$ cat config.mk
export PLATFORM = sky130hd
export DESIGN_NAME = cpu_trace_buffer
export DESIGN_NICKNAME = d
export VERILOG_FILES = /design/src/rtl/cpu_trace_buffer.sv
export SDC_FILE = /design/constraint.sdc
export NUM_CORES = 1
export LEC_CHECK = 0
export ABC_AREA = 1
export BUFFER_PORTS_ARGS = -buffer_cell sky130_fd_sc_hd__buf_2
export CAP_MARGIN = 40
export CELL_PAD_IN_SITES_DETAIL_PLACEMENT = 1
export CELL_PAD_IN_SITES_GLOBAL_PLACEMENT = 1
export CORE_MARGIN = 2
export CORE_UTILIZATION = 30
export CTS_BUF_LIST = sky130_fd_sc_hd__clkbuf_2 sky130_fd_sc_hd__clkbuf_4 sky130_fd_sc_hd__clkbuf_8
export DETAILED_ROUTE_END_ITERATION = 8
export GPL_ROUTABILITY_DRIVEN = 0
export PLACE_DENSITY_LB_ADDON = 0.1
export SLEW_MARGIN = 20
export SYNTH_ARGS = -nofsm -noshare
export SYNTH_HDL_FRONTEND = slang
export SYNTH_SLANG_ARGS = --single-unit
$ cat constraint.sdc
create_clock -name clk -period 7.2 [get_ports clk]
set_input_delay 0.36 -clock clk [delete_from_list [all_inputs] [get_ports clk]]
set_output_delay 0.36 -clock clk [all_outputs]
set_load 0.01 [all_outputs]
$ cat src/rtl/cpu_trace_buffer.sv
// Commit-trace capture unit: packs active writeback/memory cycles into cycle-stamped
// records held in a FIFO, with instruction/cycle counters and a run-length watchdog.
module cpu_trace_buffer #(
    parameter int DATA_W   = 16,
    parameter int ADDR_W   = 16,
    parameter int REG_W    = 4,
    parameter int DEPTH    = 16,
    parameter int CYC_W    = 32,
    parameter int WATCHDOG = 200
) (
    input  logic              clk,
    input  logic              rst,
    input  logic              enable,
    input  logic              reg_we,
    input  logic [REG_W-1:0]  reg_dest,
    input  logic [DATA_W-1:0] reg_data,
    input  logic              mem_rd,
    input  logic              mem_wr,
    input  logic [ADDR_W-1:0] mem_addr,
    input  logic [DATA_W-1:0] mem_wdata,
    input  logic [DATA_W-1:0] mem_rdata,
    input  logic              halt,
    output logic              trc_valid,
    input  logic              trc_ready,
    output logic [3:0]        trc_flags,
    output logic [CYC_W-1:0]  trc_cycle,
    output logic [REG_W-1:0]  trc_dest,
    output logic [DATA_W-1:0] trc_rdata,
    output logic [ADDR_W-1:0] trc_addr,
    output logic [DATA_W-1:0] trc_mdata,
    output logic [CYC_W-1:0]  inst_count,
    output logic [CYC_W-1:0]  cycle_count,
    output logic [15:0]       drop_count,
    output logic              overflow,
    output logic              halted,
    output logic              timeout,
    output logic              done
);

    localparam int PTR_W = $clog2(DEPTH);
    localparam logic [CYC_W-1:0] WD_STAMP = CYC_W'(WATCHDOG);

    typedef enum logic [1:0] {IDLE, RUN, HALTED, TIMEOUT} state_t;
    state_t state, stateNext;

    logic [3:0]        flagMem  [DEPTH];
    logic [CYC_W-1:0]  cycMem   [DEPTH];
    logic [REG_W-1:0]  destMem  [DEPTH];
    logic [DATA_W-1:0] rdataMem [DEPTH];
    logic [ADDR_W-1:0] addrMem  [DEPTH];
    logic [DATA_W-1:0] mdataMem [DEPTH];

    logic [PTR_W:0]   wrPtr, rdPtr;
    logic [PTR_W-1:0] wrIdx, rdIdx;
    logic             empty, full, pop, push, drop;
    logic             inRun, recActive, instEvent, wdHit;
    logic [CYC_W-1:0] stamp;

    logic [3:0]        recFlags;
    logic [REG_W-1:0]  recDest;
    logic [DATA_W-1:0] recRdata;
    logic [ADDR_W-1:0] recAddr;
    logic [DATA_W-1:0] recMdata;

    assign wrIdx     = wrPtr[PTR_W-1:0];
    assign rdIdx     = rdPtr[PTR_W-1:0];
    assign empty     = (wrPtr == rdPtr);
    assign full      = (wrPtr[PTR_W] != rdPtr[PTR_W]) && (wrIdx == rdIdx);
    assign trc_valid = !empty;
    assign pop       = trc_valid && trc_ready;

    always_comb begin
        stateNext = state;
        inRun     = (state == RUN);
        stamp     = (cycle_count == '1) ? cycle_count : cycle_count + CYC_W'(1);
        wdHit     = (WATCHDOG != 0) && (stamp == WD_STAMP) && !halt;

        recFlags  = inRun ? {halt, mem_wr, mem_rd, reg_we} : 4'b0000;
        recActive = |recFlags;
        recDest   = recFlags[0] ? reg_dest : '0;
        recRdata  = recFlags[0] ? reg_data : '0;
        recAddr   = (recFlags[1] || recFlags[2]) ? mem_addr : '0;
        recMdata  = recFlags[2] ? mem_wdata : (recFlags[1] ? mem_rdata : '0);
        instEvent = inRun && (halt || reg_we || mem_wr);

        // A full FIFO still accepts a record when the head leaves on the same edge.
        push = recActive && (!full || pop);
        drop = recActive && !push;

        case (state)
            IDLE:    if (enable) stateNext = RUN;
            RUN: begin
                if (halt)       stateNext = HALTED;
                else if (wdHit) stateNext = TIMEOUT;
            end
            default: stateNext = state;
        endcase
    end

    always_comb begin
        trc_flags = '0;
        trc_cycle = '0;
        trc_dest  = '0;
        trc_rdata = '0;
        trc_addr  = '0;
        trc_mdata = '0;
        if (trc_valid) begin
            trc_flags = flagMem[rdIdx];
            trc_cycle = cycMem[rdIdx];
            trc_dest  = destMem[rdIdx];
            trc_rdata = rdataMem[rdIdx];
            trc_addr  = addrMem[rdIdx];
            trc_mdata = mdataMem[rdIdx];
        end
    end

    assign halted  = (state == HALTED);
    assign timeout = (state == TIMEOUT);
    assign done    = (halted || timeout) && empty;

    always_ff @(posedge clk) begin
        if (rst) begin
            state       <= IDLE;
            wrPtr       <= '0;
            rdPtr       <= '0;
            cycle_count <= '0;
            inst_count  <= '0;
            drop_count  <= '0;
            overflow    <= 1'b0;
        end else begin
            state <= stateNext;
            if (push) wrPtr <= wrPtr + (PTR_W+1)'(1);
            if (pop)  rdPtr <= rdPtr + (PTR_W+1)'(1);
            if (inRun) cycle_count <= stamp;
            if (instEvent && inst_count != '1) inst_count <= inst_count + CYC_W'(1);
            if (drop) begin
                overflow <= 1'b1;
                if (drop_count != '1) drop_count <= drop_count + 16'd1;
            end
        end
    end

    always_ff @(posedge clk) begin
        if (push && !rst) begin
            flagMem[wrIdx]  <= recFlags;
            cycMem[wrIdx]   <= stamp;
            destMem[wrIdx]  <= recDest;
            rdataMem[wrIdx] <= recRdata;
            addrMem[wrIdx]  <= recAddr;
            mdataMem[wrIdx] <= recMdata;
        end
    end

endmodule
# Yosys cells after proc, flatten, opt, wreduce, memory -nomap -nowiden
# Memories as Yosys holds them, arrays and structs flattened. A register that Yosys moved wholly into a read port is not among the register bits.
# Index checks and enable logic that the tools add are counted.
classes:
  add_sub_neg: 5
  eq_ne: 12
  muxes: 31
  reduce_logical: 24
ops:
  columns: ["op", "n"]
  rows:
  - ["two-way mux 16 bit", 7]
  - ["adder 32 x 1 -> 32 bit (second input constant)", 2]
  - ["two-way mux 32 bit", 2]
  - ["two-way mux 4 bit", 16]
  - ["== test 32 bit (second input constant)", 1]
  - ["== test 32 x 8 -> 1 bit (second input constant)", 1]
  - ["inequality test 32 bit (second input constant)", 1]
  - ["adder 16 x 1 -> 16 bit (second input constant)", 1]
  - ["inequality test 16 bit (second input constant)", 1]
  - ["adder 5 x 1 -> 5 bit (second input constant)", 2]
  - ["logical AND 1 bit", 9]
  - ["two-way mux 2 bit", 3]
  - ["== test 5 bit", 1]
  - ["logical NOT 1 bit", 5]
  - ["logical OR 1 bit", 5]
  - ["== test 2 bit (second input constant)", 2]
  - ["== test 4 bit", 1]
  - ["one-hot mux 2 bit (2 select lines)", 1]
  - ["OR reduction 4 bit", 1]
  - ["inequality test 3 x 2 -> 1 bit (second input constant)", 1]
  - ["AND reduction 3 bit", 1]
  - ["== test 2 x 1 -> 1 bit (second input constant)", 1]
  - ["logical NOT 2 bit", 1]
  - ["two-way mux 1 bit", 2]
  - ["other kinds (4)", 4]
word_totals:
  register_bits: 93
  ramBits: 1408
  output_inout_bits: 173
  elab_cells: 85
  n_memories: 6
mem_list:
  columns: ["name", "words", "word_bits", "rd", "rd_ports_with_merged_regs", "write_ports", "line_no", "rtl"]
  rows:
  - ["cycMem", 16, 32, 1, 1, 1, "47", "logic [CYC_W-1:0] cycMem [DEPTH];"]
  - ["addrMem", 16, 16, 1, 1, 1, "50", "logic [ADDR_W-1:0] addrMem [DEPTH];"]
  - ["mdataMem", 16, 16, 1, 1, 1, "51", "logic [DATA_W-1:0] mdataMem [DEPTH];"]
  - ["rdataMem", 16, 16, 1, 1, 1, "49", "logic [DATA_W-1:0] rdataMem [DEPTH];"]
  - ["destMem", 16, 4, 1, 1, 1, "48", "logic [REG_W-1:0] destMem [DEPTH];"]
  - ["flagMem", 16, 4, 1, 1, 1, "46", "logic [3:0] flagMem [DEPTH];"]

# Logic depth before layout (Yosys ltp)
depth:
  depth_word: 8
  mapped_depth: 17
  ltp_nobuf: 17

# Worst setup path before layout
# Ideal clock, no wire load.
synth_path:
  path_type: "flip-flop to flip-flop"
  from: "register state[0]"
  to: "memory addrMem[0][0], enable pin"
  setup_time_ps: 535
  t_arrival_ps: 5431
  required_time_ps: 6665
  setup_slack_ps: 1234
  path_stages_with_launch: 11
  n_path_buf: 0
  period_less_slack_ps: 5966
  path_cell_list: "dfxtp_1 -> inv_1 -> nor2_1 -> inv_2 -> nor2_1 -> inv_1 -> nand3_2 -> nand2_1 -> nor2_1 -> nand2_1 -> nor2_1"
synth_via:
  elab_chain_cells: 7
synth_lines:
  columns: ["element", "line_no", "rtl"]
  rows:
  - ["start: declaration", "44", "state_t state, stateNext;"]
  - ["start signal: assignment", "131", "state <= stateNext;"]
  - ["== test 2 x 1 -> 1 bit", "74", "inRun = (state == RUN);"]
  - ["two-way mux 4 bit", "78", "recFlags = inRun ? {halt, mem_wr, mem_rd, reg_we} : 4'b0000;"]
  - ["via recFlags[0]", "59", "logic [3:0] recFlags;"]
  - ["OR reduction 4 bit", "79", "recActive = |recFlags;"]
  - ["logical AND 1 bit", "87", "push = recActive && (!full || pop);"]
  - ["logical AND 1 bit", "144", "if (push && !rst) begin"]
  - ["two-way mux 1 bit", "144", null]
  - ["two-way mux 1 bit (implied by the code)", "149", "addrMem[wrIdx] <= recAddr;"]
  - ["end: declaration", "50", null]
# The timed path passes the listed nets, and every way through them passes these cells.

==> key figures <==
Cells and area
  – Multi-input gate area: ~14000 um^2
  – Layout area overhead: 18.0%
  – Share of cells above drive strength 1: around 16%
  – Final Non-Filler Cells: just over 8000
  – Sequential cell area: approximately 44000 um^2
  – Final Cell Area: between 70000 and 80000 um^2
  – Fillers: 21267
  – Fin nets: approximately 5300

Placement
  – DP Area: roughly 65000 um^2
  – Port bufs: between 200 and 250
  – Final HPWL DP: around 120 mm
  – Placed insts: 7525

Synthesis
  – Flop and latch count out of synthesis: roughly 1500
  – Post-synth EDFFs: 1408
  – Synth top area share: between 60% and 70%
  – Synth Instances: 4818
  – Synthesis warning total: 0
  – Ys async rst share: 0%
  – Mean Syn Cell Area: between 10 and 15 um^2
  – Yosys cell types: 43
  – Area of the mapped netlist: ~60000 um^2
  – Sequential fraction of the synthesis area: ~73%
  – Top-count cell post-synth: edfxtp_1
  – Cell taking the most area after synthesis: edfxtp_1
  – Commonest cells in the synthesized netlist: 1408 x edfxtp_1, 896 x nor2_1, 765 x o21ai_0, 279 x clkbuf_1, 254 x nand2_1
  – Syn nets: 4902
  – Largest cells by area after synthesis: edfxtp_1 70%, o21ai_0 6.3%, nor2_1 5.6%
  – Top FF cell, synth: edfxtp_1

Timing
  – Final Max Tran Viols: 0
  – Slew at the pin closest to its max-slew limit: ~1.1 ns
  – Fin crit period: between 5 and 6 ns
  – Clock Skew: around 0.060 ns
  – F_max: 0.197 GHz
  – Final hold vios: 0
  – Tcrit/Tclk final: between 70% and 80%
  – Slew margin rel.: 29.4%
  – Final setup vio count: 0
  – RSZ-0062 raised after global routing: false
  – Fin Setup TNS: 0 ns

Critical path
  – Endpoint class of the critical path: primary output
  – Worst path arrival time: roughly 4.7 ns
  – RR Endpoint: addrMem[3][13]$_DFFE_PP_
  – WP data required: roughly 7 ns
  – Register-to-register setup slack: ~2.6 ns
  – Largest fanout on the critical path: 67
  – CP Launch Type: flop
  – WS Path Type: reg -> out
  – Worst R2R Path Depth: 14
  – Worst setup endpoint: trc_mdata[4]
  – Worst R2R Start: state[0]$_SDFFE_PP0P_

Detailed routing
  – Via count: roughly 41000
  – Drt total wl: slightly above 200 mm
  – Residual DRC: 0
  – Antenna viol nets, final: 0
  – DRT Pass-1 Iters: 7
  – Drt first-iter violations: 2939
  – Vias per inst: around 5
  – Routed WL per cell: approximately 25 um

Clock network
  – CTS tree: done
  – Clock H-tree levels: 5
  – Worst-path clk slew: ~0.060 ns
  – TritonCTS buffer count: approximately 290
  – Post-CTS sizing: 0
  – Skew-Pair Late Insertion Delay: 1.00 ns
  – Clk buf depth: 4
  – Root Driver: clkbuf_8
  – Post-CTS Hold Fix Bufs: slightly above 40
  – Post-CTS Setup Bufs: 0
  – Sink Count: ~1500

Floorplan
  – Core Box Area: about 200000 um^2
  – Die Y-Extent: 453 um
  – Starting density of the core: just over 30%
  – Die area: around 200000 um^2
  – Site Rows: between 150 and 200
  – # IOs: 249
  – Die width: 453 um

GRT
  – Global-route wire length before repair: 299 mm
  – Pin count of the biggest net entering global routing: approximately 180
  – GRT overflow: 0
  – GRT Total Usage: a little under 20%
  – Vias in the first global route: between 40000 and 50000
  – Initial antenna violation count: 10

Power
  – Leakage power: 23.7 nW
  – PD cells: around 330 nW/um^2
  – Max IR drop VDD: a little over 0.2 mV

Hold path
  – Worst hold path class: in -> reg

Status
  – Status: completed

Flow run
  – Max Cap Viol: 0
## stage by stage
stage / setup WS (ns) / hold slack [ns] / utilization, % / power (mW)
after global routing: 1.72 / 0.0144 / 35.7 / 24.5
after detailed placement: 2.37 / 0.461 / 32.7 / 15.5
after CTS: 1.88 / 0.00974 / 35.6 / 23.7
after global placement: 2.35 / 0.453 / 32.4 / 15.4
final: 2.12 / 0.0382 / 35.7 / 23.3
after floorplan: 1.23 / 0.450 / - / 13.0
## flip-flops by register name, summed over array words and instances (netlist names), 16 cells and up, named ones only
signal,cells
addrMem,256
cycMem,512
cycle_count,32
destMem,64
drop_count,16
flagMem,64
inst_count,32
mdataMem,256
rdataMem,256
## kinds of logic after synthesis
group,count (synthesis),synth area share (%)
AO/OA/AOI/OAI,1391,13.8
buffers and inverters,507,3.25
XOR/XNOR,18,0.261
flip-flops,1505,73.2
adder cells (fa/ha/maj),8,0.166
AND/OR/NAND/NOR,1389,9.39
## power by group
part | leakage (nW) | switching [mW] | internal [mW]
Sequential | 13.8 | 0.149 | 9.90
Combinational | 7.12 | 3.79 | 1.34
Clock | 2.83 | 3.66 | 4.45
## per-layer routing
layer  track usage (%)  vias up  wire length, um  share of wire [%]
met5                 0        -               46              0.023
met4              5.49        6             4430                2.2
met3              3.55      272             9100                4.5
met2              31.7      888            95700                 47
met1              27.1    21359            95100                 47
li1                  -    18787                -                  -
## placed cells by master (no fill, tap or decap), types with 10 or more instances in the layout
cell type,n
nand3_1,139
dlygate4sd3_1,41
o211ai_1,105
nor2_1,872
buf_8,10
nor3_1,34
nor2_4,21
o21ai_0,765
edfxtp_1,1408
nand4_1,20
nand2_1,254
buf_12,19
buf_16,12
a21oi_1,152
o22ai_1,104
clkinv_2,15
buf_4,92
nor2_2,11
clkinv_1,71
inv_1,166
clkbuf_4,97
xor2_1,11
o221ai_1,248
clkbuf_8,301
buf_2,248
dfxtp_1,93
## how the worst min path moves through the flow
stage,from,end,cells past startpoint
floorplan,wrPtr[4]$_SDFFE_PP0P_,wrPtr[4]$_SDFFE_PP0P_,2
global placement,overflow$_SDFFE_PP0P_,overflow$_SDFFE_PP0P_,2
detailed placement,overflow$_SDFFE_PP0P_,overflow$_SDFFE_PP0P_,2
CTS,mem_rdata[5],mdataMem[2][5]$_DFFE_PP_,3
global route,mem_wdata[9],mdataMem[4][9]$_DFFE_PP_,3
finish,mem_wdata[9],mdataMem[4][9]$_DFFE_PP_,3
## critical path, stage by stage, from the launching register on
cell and delay, ns:
dfxtp_4 0.84, buf_4 0.70, buf_4 0.68, o21ai_0 0.21, o221ai_1 0.22, nand3_1 0.09
a21oi_1 0.70, buf_2 0.27
## cell type report
class | count | share of cell area (%)
Timing Repair Buffer | 431 | 4.63
Clock inverter | 95 | 0.684
Inverter | 179 | 0.977
Clock buffer | 398 | 6.83
Antenna cell | 3 | 0.0105
Sequential cell | 1505 | 62.0
Tap cell | 2656 | 4.66
Multi-Input combinational cell | 2806 | 20.2
(Power assumes the default switching activity.)
